==> config.mk <==
export PLATFORM = sky130hd
export DESIGN_NAME = seq_restoring_div
export DESIGN_NICKNAME = d
export VERILOG_FILES = /design/src/rtl/div_pkg.sv /design/src/rtl/div_addsub_w.sv /design/src/rtl/seq_restoring_div.sv
export SDC_FILE = /design/constraint.sdc
export NUM_CORES = 1
export LEC_CHECK = 0
export CAP_MARGIN = 20
export CORE_MARGIN = 5
export CORE_UTILIZATION = 50
export CTS_CLUSTER_DIAMETER = 60
export CTS_CLUSTER_SIZE = 24
export DETAILED_ROUTE_END_ITERATION = 12
export DONT_BUFFER_PORTS = 1
export GPL_ROUTABILITY_DRIVEN = 0
export PLACE_DENSITY = 0.68
export SKIP_LAST_GASP = 1
export SLEW_MARGIN = 20
export SYNTH_ARGS = -nofsm -noshare
export SYNTH_HDL_FRONTEND = slang
export SYNTH_HIERARCHICAL = 1
export SYNTH_SLANG_ARGS = --single-unit
==> constraint.sdc <==
create_clock -name clk -period 2.1 [get_ports clk]
set_clock_uncertainty 0.05 [all_clocks]
set_input_delay 0.42 -clock clk [delete_from_list [all_inputs] [get_ports clk]]
set_output_delay 0.42 -clock clk [all_outputs]
set_load 0.01 [all_outputs]
==> src/rtl/div_pkg.sv <==
// Shared definitions for the sequential restoring divider: FSM encoding and
// the iteration-counter width helper.
package div_pkg;

    typedef enum logic [1:0] {
        IDLE = 2'd0,
        RUN  = 2'd1,
        DONE = 2'd2
    } state_t;

    localparam int DEF_WIDTH = 4;
    localparam int CNT_W     = $clog2(DEF_WIDTH);

    // Counter must hold WIDTH-1; $clog2 of WIDTH covers that for WIDTH >= 2.
    function automatic int cnt_width(input int width);
        return (width > 2) ? $clog2(width) : 1;
    endfunction

endpackage

==> src/rtl/div_addsub_w.sv <==
// Combinational subtractor from the adder family: {c_out,diff} = a + ~b + 1.
// c_out=1 means a >= b (no borrow).
module div_addsub_w #(
    parameter int W = 5
) (
    input  logic [W-1:0] a,
    input  logic [W-1:0] b,
    output logic [W-1:0] diff,
    output logic         c_out
);
    assign {c_out, diff} = {1'b0, a} + {1'b0, ~b} + {{W{1'b0}}, 1'b1};
endmodule

==> src/rtl/seq_restoring_div.sv <==
// Multi-cycle unsigned restoring divider with a start/busy/done handshake;
// one quotient bit is resolved per clock.
module seq_restoring_div
    import div_pkg::*;
#(
    parameter int WIDTH = 4
) (
    input  logic             clk,
    input  logic             rst,
    input  logic             start,
    input  logic [WIDTH-1:0] dividend,
    input  logic [WIDTH-1:0] divisor,
    output logic             busy,
    output logic             done,
    output logic [WIDTH-1:0] quotient,
    output logic [WIDTH-1:0] remainder,
    output logic             div_by_zero
);
    localparam int CW = cnt_width(WIDTH);

    state_t           state_q, state_d;
    logic [CW-1:0]    cnt_q;
    logic [WIDTH-1:0] rem_q, quo_q, dvs_q;

    logic [WIDTH-1:0] rem_sh, quo_sh, rem_nx, quo_nx;
    logic [WIDTH:0]   trial;
    logic             no_borrow;

    assign rem_sh = {rem_q[WIDTH-2:0], quo_q[WIDTH-1]};
    assign quo_sh = {quo_q[WIDTH-2:0], 1'b0};

    div_addsub_w #(.W(WIDTH + 1)) u_sub (
        .a     ({1'b0, rem_sh}),
        .b     ({1'b0, dvs_q}),
        .diff  (trial),
        .c_out (no_borrow)
    );

    // Restore on borrow: keep the shifted remainder, quotient bit stays 0.
    assign rem_nx = no_borrow ? trial[WIDTH-1:0] : rem_sh;
    assign quo_nx = {quo_sh[WIDTH-1:1], no_borrow};

    assign busy = (state_q != IDLE);
    assign done = (state_q == DONE);

    always_comb begin
        state_d = state_q;
        case (state_q)
            IDLE:    if (start) state_d = (divisor == '0) ? DONE : RUN;
            RUN:     if (cnt_q == '0) state_d = DONE;
            DONE:    state_d = IDLE;
            default: state_d = IDLE;
        endcase
    end

    always_ff @(posedge clk) begin
        if (rst) begin
            state_q     <= IDLE;
            cnt_q       <= '0;
            rem_q       <= '0;
            quo_q       <= '0;
            dvs_q       <= '0;
            quotient    <= '0;
            remainder   <= '0;
            div_by_zero <= 1'b0;
        end else begin
            state_q <= state_d;
            case (state_q)
                IDLE: begin
                    if (start) begin
                        dvs_q       <= divisor;
                        div_by_zero <= 1'b0;
                        if (divisor == '0) begin
                            div_by_zero <= 1'b1;
                            quotient    <= '1;
                            remainder   <= dividend;
                        end else begin
                            rem_q <= '0;
                            quo_q <= dividend;
                            cnt_q <= CW'(WIDTH - 1);
                        end
                    end
                end
                RUN: begin
                    rem_q <= rem_nx;
                    quo_q <= quo_nx;
                    // Results land on the last step so they are valid with done.
                    if (cnt_q == '0) begin
                        quotient  <= quo_nx;
                        remainder <= rem_nx;
                    end else begin
                        cnt_q <= cnt_q - 1'b1;
                    end
                end
                default: ;
            endcase
        end
    end
endmodule

Word level (Yosys, flattened, before mapping)
Cells that the tools add are included.
Widths: inputs -> output; s select.
{"block": "totals", "regBits": 24, "latchBits": 0, "mem_bits_rw": 0, "mem_bits_ro": 0, "inputBits": 11, "output_inout_bits": 11, "word_cells": 53, "mem_count": 0}
{"block": "op_classes", "addsub": 3, "mul": 0, "n_div": 0, "order_cmp": 0, "n_eq_ne": 7, "shifts": 0, "mux": 24, "n_bitwise": 1, "n_reduce_logical": 10}
{"op": "$mux 4", "count": 9}
{"op": "$pmux 4 s2", "count": 3}
{"op": "$mux 2", "count": 6}
{"op": "$ne 2x2->1 const B", "count": 5}
{"op": "$pmux 2 s2", "count": 2}
{"op": "$reduce_and 4->1", "count": 2}
{"op": "$add 4x5->6", "count": 1}
{"op": "$add 6x1->6 const B", "count": 1}
{"op": "$mux 3", "count": 2}
{"op": "$pmux 3 s2", "count": 1}
{"op": "$not 4->5", "count": 1}
{"op": "$logic_not 2->1", "count": 2}
{"op": "$logic_not 4->1", "count": 1}
{"op": "$reduce_and 2->1", "count": 2}
{"op": "$reduce_bool 2->1", "count": 2}
{"op": "$reduce_and 3->1", "count": 1}
{"op": "$eq 2x1->1 const B", "count": 1}
{"op": "$eq 2x2->1 const B", "count": 1}
{"op": "$sub 2x1->2 const B", "count": 1}
{"op": "$mux 1", "count": 1}

Longest topological paths before layout
Gate-level depths: netlist (run 1).
{"block": "depth", "word_depth": 6, "mapped_depth": 10, "mapped_depth_nobuf": 9}

Hierarchy
The synthesis (run 1) kept the hierarchy.
{"mod": "seq_restoring_div", "n_inst": 1, "cells_each": 122, "area_per_inst_um2": 1077.3, "seq_area_each_um2": 480.5}
{"mod": "div_addsub_w", "n_inst": 1, "cells_each": 29, "area_per_inst_um2": 205.2, "seq_area_each_um2": 0.0}

Worst setup path after synthesis (run 1)
OpenSTA, ideal clock, no wires.
{"block": "synth_timing", "path_type": "register to register", "startpoint": "reg dvs_q[1]", "endpoint": "reg remainder[0]", "setup_ns": 0.135, "t_arrival_ns": 1.811, "required_time_ns": 1.915, "path_slack_ns": 0.103, "path_stages_with_launch": 11, "path_buffers": 1, "synth_period_minus_slack_ns": 1.997, "path_cell_list": "dfxtp_1 -> inv_1 -> ha_1 -> nor2b_1 -> o211ai_1 -> a21oi_1 -> clkbuf_1 -> mux2i_1 -> nor2_1 -> o21ai_0 -> a21oi_1"}
{"block": "synth_between", "elab_chain_len": 6}
{"item": "from (decl)", "line": "seq_restoring_div.sv:23", "source": "logic [WIDTH-1:0] rem_q, quo_q, dvs_q;"}
{"item": "from (signal assigned)", "line": "seq_restoring_div.sv:71", "source": "dvs_q <= divisor;"}
{"item": "$not 4->5", "line": "div_addsub_w.sv:11", "source": "assign {c_out, diff} = {1'b0, a} + {1'b0, ~b} + {{W{1'b0}}, 1'b1};"}
{"item": "$add 4x5->6", "line": "div_addsub_w.sv:11"}
{"item": "$add 6x1->6", "line": "div_addsub_w.sv:11"}
{"item": "named net no_borrow", "line": "seq_restoring_div.sv:27", "source": "logic no_borrow;"}
{"item": "$mux 4", "line": "seq_restoring_div.sv:40", "source": "assign rem_nx = no_borrow ? trial[WIDTH-1:0] : rem_sh;"}
{"item": "$mux 4", "line": "seq_restoring_div.sv:88", "source": "if (cnt_q == '0) begin"}
{"item": "$pmux 4 s2", "line": "seq_restoring_div.sv:68", "source": "case (state_q)"}
{"item": "to (signal assigned)", "line": "seq_restoring_div.sv:76", "source": "remainder <= dividend;"}
{"item": "to (signal assigned)", "line": "seq_restoring_div.sv:90", "source": "remainder <= rem_nx;"}
{"item": "to (decl)", "line": "seq_restoring_div.sv:16", "source": "output logic [WIDTH-1:0] remainder,"}
The timed path passes the listed nets, and every way through them passes these cells. The select of a mux whose other input is x is not followed.
A chain may end at the register's enable or synchronous reset.

Worst setup path in the final report (run 1)
{"block": "layout_timing", "startpoint": "reg dvs_q[2]", "endpoint": "reg remainder[1]"}
Same word-level chain as after synthesis.

==> results of run 1 <==
path summary, 6_finish.rpt:
kind | startpoint | endpoint | slack (ns) | cells past startpoint
setup / recovery | dvs_q[2] | remainder[1] | 0.17 | 10
hold / removal | rst | quotient[0] | 0.1 | 1
setup reg to reg | dvs_q[2] | remainder[1] | 0.17 | 10
hold reg to reg | cnt_q[0] | cnt_q[0] | 0.44 | 2
per-layer routing:
metal	up-vias	share of wire (%)	GRT usage, %
met5	-	0	0
li1	498	-	-
met4	0	1.9	6.65
met3	6	4.8	3.46
met1	447	46	17.6
met2	19	47	24.8
state kept, by name, indices dropped and copies added (netlist names):
register and cells:
dvs_q 4, quo_q 4, quotient 4, rem_q 3
cnt_q 2, div_by_zero 1, state_q 2, remainder 4
cell usage in the layout, fill, tap and decap left out:
cell       instances
nor2b_2            1
o21ai_2            1
o2bb2ai_1          1
a211o_1            1
nor2_1            28
conb_1             2
o211ai_1           2
clkbuf_4           3
a211oi_2           2
o21ai_1            1
dfxtp_2            1
nor3b_2            1
nor2b_1            3
a211oi_1           6
nand2b_1           5
inv_1             11
bufinv_16          1
nor4_1             2
a211oi_4           1
buf_4              5
dfxtp_1           23
nor3_1             3
xnor2_1            2
or4_4              1
ha_1               6
a21oi_1           10
a311oi_1           2
mux2i_1           10
or2_1              2
nand2_1            4
and2_1             3
o21ai_0            3
fa_1               1
power groups by stage:
| stage | Clock, mW | Sequential, mW | Combinational [mW] |
|---|---|---|---|
| 5_1_grt | 0.364 | 0.541 | 0.286 |
| 4_1_cts | 0.341 | 0.536 | 0.247 |
| 6_report | 0.335 | 0.535 | 0.254 |
| 2_1_floorplan | 0 | 0.532 | 0.218 |
| 3_3_place_gp | 0 | 0.544 | 0.239 |
| 3_5_place_dp | 0 | 0.545 | 0.247 |
area by class of cell:
cell class,instances,share of cell area (%)
timing repair buffer,5,2.78
sequential,24,35.6
tap,30,2.78
inverter,11,3.06
clock inverter,1,2.22
multi-input combinational,104,51.9
clock buffer,3,1.67
worst reg2reg max path: cells and delay by family (launching register included):
family                   cells  cell delay, ns
adder cells (fa/ha/maj)      1            0.30
AO/OA/AOI/OAI                4            0.45
buffers and inverters        2            0.22
AND/OR/NAND/NOR              2            0.33
multiplexers                 1            0.15
flip-flops                   1            0.36
per-stage QoR:
step | instance area (sq um) | setup WS (ns)
after CTS | 1340 | 0.0221
after global placement | 1290 | 0.105
after global routing | 1350 | 0.00494
after detailed placement | 1290 | 0.0504
final | 1350 | 0.166
after floorplan | 1260 | 0.103
what timing repair did:
item / 4_1_cts / 5_1_grt
endpoints found under the hold margin: 0 / 0
setup endpoints to repair: 0 / 6
setup buffers: 0 / 1
resized for setup: 0 / 3
==> out/metrics.cfg, run 1 <==
[global_routing]
grtUsageTotal_pct=14.7
grt_overflow_total=0
grt_pass1_wl_microns=4050
grt_antenna_before_repair=0
grt_max_degree=25
grt_pass1_vias=940

[finish]
ff_latch_area_sq_um=482
stdcell_count=178
fillers=240
areaGrowthSynthToFinish_pct=7.68
layout-drive-gt1-share_pct=11.5
diodes=0
multiInputGateArea_sq_um=701
fin_nets=167
final_util_pct=55.6

[synth]
yosysWarningCount=6
syn_area_per_cell_sq_um=8.60
syn_area_sq_um=1250
synthCells=146

[detailed_routing]
first_iter_violations=18
ant_nets=0
dr.pass1.iters=4
wl_per_cell_microns=13.6
vias=970
drt_wl_total_microns=2420
vias_per_cell=5.45
drc_errors=0

[critical_path]
cp.required_ns=2.28
cp_cell_sequence=inv_1 > ha_1 > or2_1 > o211ai_1 > a21oi_1 > buf_4 > mux2i_1 > nor2_1 > o21ai_0 > a21oi_1
worst-path-buf-inv=2
critPathSlowestCell=dfxtp_1
setup.worst_path.class=register to register
crit_top_cell=a21oi_1
arrival_ns=2.11
worst-path-max-fanout=5
end_kind=register
max_stage_delay_ns=0.36
start_kind=register
crit_family=compound AO/OA/AOI/OAI gates

[power_and_ir_drop]
switchingPower_uw=315
p_clk_share_pct=29.8
finalPower_mw=1.12
p_per_area_nw_per_um2=832
netSwitchingFraction_pct=28.0
p_int_uw=809
p_comb_share_pct=22.6
seqPwrFrac_pct=47.6
irDropWorstVdd_uv=495
p_leak_nw=0.543

[sta]
rsz0062_at_grt=false
setup_violations=0
max_freq_ghz=0.517
slew_headroom_pct=59.4
hold_viol=0
slew_viol_final=0
worst_pin_slew_ns=0.605
whs_ns=0.0977
final.setup.tns_ns=0
fin_crit_ns=1.93
min_period_over_period_pct=92.1

[clocking]
cts_htree_levels=1
cts_tree=built
clock_path_buffers=2
cts_root_buf=clkbuf_4
hold_buffers=0
insertion_delay_ns=0.31
cts_made_buffers=3
clk_pin_slew_ns=0.14
clock_sinks=24

[outcome]
outcome=completed

[floorplan]
start_util_pct=51.6
die_area_sq_um=3610
die_h_microns=60.1
io_pins=22
num_rows=18
die_x_microns=60.1
core_sq_um=2430

[place]
dpl.hpwl_microns=1840
placed_cells=173
numPortBuffers=0

[flow_run]
timing.max_cap.violations=0

[worst_hold_path]
hold_path_class=primary input to register

Power figures use the tool's default switching activity.
==> run 2: changes to the inputs <==
CORE_UTILIZATION = 55   (was 50)
PLACE_DENSITY = 0.73   (was 0.68)
==> run 2 against run 1 <==
  * Global-route usage is 0.26 points higher
  * Sequential share of layout area grew 0.36 points
  * Die area fell by 7.6%
  * Largest cell class unchanged
  * Fmax is 1.6% lower
  * Flip-flop and latch count stayed put
  * Wire length fell by 2.4%
  * Via count rose by 1.1%
  * Clock-buffer cell count up 1
  * Combinational power is essentially flat
==> out/metrics.cfg, run 2 (synthesized netlist as in run 1, its figures left out) <==
[critical_path]
crit_family=compound AO/OA/AOI/OAI gates
critPathLaunch=quo_q[3]
arrival_ns=2.12  ; about the same
rr_endpoint=remainder[1]
worst-path-max-fanout=6  ; +1
rr_startpoint=quo_q[3]
max_stage_delay_ns=0.39  ; +0.03 ns
reg2reg_slack_ns=0.14  ; -0.03 ns
r2r_cells=10  ; unchanged
start_kind=register
critPathCapture=remainder[1]
crit_top_cell=a21oi_1
cp_cell_sequence=inv_1 > ha_1 > nor2b_2 > o211ai_1 > a21oi_1 > buf_4 > mux2i_1 > nor2_1 > o21ai_0 > a21oi_1
crit_cells=10  ; unchanged
worst-path-buf-inv=2  ; unchanged
setup.worst_path.class=register to register
end_kind=register
cp.required_ns=2.26  ; -0.02 ns
critPathSlowestCell=dfxtp_1

[outcome]
outcome=completed

[finish]
diodes=0  ; unchanged
fillers=196  ; -18%
final_util_pct=61.2  ; +5.7 points
fin_nets=168  ; +0.60%
layout-drive-gt1-share_pct=12.8  ; +1.3 points
stdcell_count=177  ; -0.56%
final_common_cell=nor2_1
final_area_sq_um=1340  ; -0.74%
ff_latch_area_sq_um=483  ; +0.26%
multiInputGateArea_sq_um=701  ; unchanged
layout_common_cells=28 x nor2_1, 22 x dfxtp_1, 11 x inv_1
areaGrowthSynthToFinish_pct=6.88

[clocking]
hold_buffers=0  ; unchanged
cts_htree_levels=1  ; unchanged
clk_pin_slew_ns=0.14  ; about the same
cts_tree=built
clock_path_buffers=2  ; unchanged
clock_sinks=24  ; unchanged
cts_made_buffers=3  ; unchanged
insertion_delay_ns=0.32  ; about the same
cts_root_buf=clkbuf_4

[sta]
final.setup.tns_ns=0  ; unchanged
slew_viol_final=0  ; unchanged
max_freq_ghz=0.509  ; -1.6%
min_period_over_period_pct=93.5  ; +1.5 points
setup_slack_ns=0.135  ; -0.0309 ns
worst_pin_slew_ns=0.632  ; +0.0262 ns
slew_headroom_pct=57.6  ; -1.8 points
hold_viol=0  ; unchanged
setup_violations=0  ; unchanged
whs_ns=0.0944  ; -0.00328 ns
fin_crit_ns=1.96  ; +0.0309 ns

[worst_hold_path]
hold_path_class=primary input to register

[detailed_routing]
vias=981  ; +1.1%
drc_errors=0  ; unchanged
ant_nets=0  ; unchanged
dr.pass1.iters=4  ; unchanged
wl_per_cell_microns=13.4  ; -1.8%
drt_wl_total_microns=2360  ; -2.4%
vias_per_cell=5.54  ; +1.7%
first_iter_violations=28  ; +10

[place]
pre_cts_slack_ns=0.0408  ; -0.00957 ns
numPortBuffers=0  ; unchanged
dpl.hpwl_microns=1760  ; -3.9%
place_area_sq_um=1280  ; -0.19%
placed_cells=171  ; -1.2%

[global_routing]
grtUsageTotal_pct=15.0  ; +0.26 points
grt_pass1_vias=920  ; -2.1%
grt_pass1_wl_microns=3940  ; -2.7%
grt_max_degree=25  ; unchanged
grt_overflow_total=0  ; unchanged
grt_antenna_before_repair=0  ; unchanged

[power_and_ir_drop]
irDropWorstVdd_uv=397  ; -20%
p_leak_nw=0.541  ; -0.42%
finalPower_mw=1.03  ; -8.3%
p_per_area_nw_per_um2=769  ; -7.6%

[floorplan]
die_area_sq_um=3340  ; -7.6%
core_sq_um=2190  ; -9.9%
num_rows=17  ; -1
io_pins=22  ; unchanged
die_x_microns=57.8  ; -3.9%
die_h_microns=57.8  ; -3.9%
start_util_pct=57.3  ; +5.7 points

[flow_run]
timing.max_cap.violations=0  ; unchanged

run 2: changes by cell type in the layout (fill, tap and decap cells not counted):
cell       delta
buf_4         +1
bufinv_16     -1
clkbuf_8      +1
dfxtp_1       -1
dfxtp_2       +1
run 2: what timing repair did:
action | in CTS | in global routing
buffers inserted | 0 | 2
gates resized for setup | 0 | 4
endpoints found under the setup margin | 0 | 7
run 2: metal layers:
metal	up-vias	share of wire, %	GRT usage (%)	wire length [microns]
li1	497	-	-	-
met1	458	45	17.6	1060
met2	21	48	25.0	1140
met3	5	4.6	3.12	108
met4	0	2.3	8.94	55
met5	-	0	0	0
run 2: how the worst min path moves through the flow:
stage               startpoint          to  slack, ns  depth (start not counted)
floorplan             cnt_q[0]    cnt_q[0]       0.40                          2
global placement      cnt_q[0]    cnt_q[0]       0.40                          2
detailed placement    cnt_q[0]    cnt_q[0]       0.43                          2
CTS                        rst  state_q[0]       0.09                          1
global route               rst    dvs_q[1]       0.07                          1
finish                     rst    dvs_q[1]       0.09                          1
run 2: worst register-to-register path: stages (launching register included):
cell	delay, ns
dfxtp_1	0.39
inv_1	0.06
ha_1	0.23
nor2b_2	0.16
o211ai_1	0.11
a21oi_1	0.13
buf_4	0.17
mux2i_1	0.20
nor2_1	0.08
o21ai_0	0.19
a21oi_1	0.09
run 2: final cells by class:
cell class	count	share of cell area [%]
clock buffers	4	2.71
inverters	11	3.08
multi-input cells	104	52.2
flip-flops and latches	24	36.0
well taps	28	2.61
repair buffers	6	3.36
run 2: where the power goes:
group / switching, mW / total (mW) / internal, mW
Combinational: 0.134 / 0.253 / 0.119
Sequential: 0.0377 / 0.535 / 0.497
Clock: 0.137 / 0.243 / 0.106
Total: 0.309 / 1.03 / 0.722
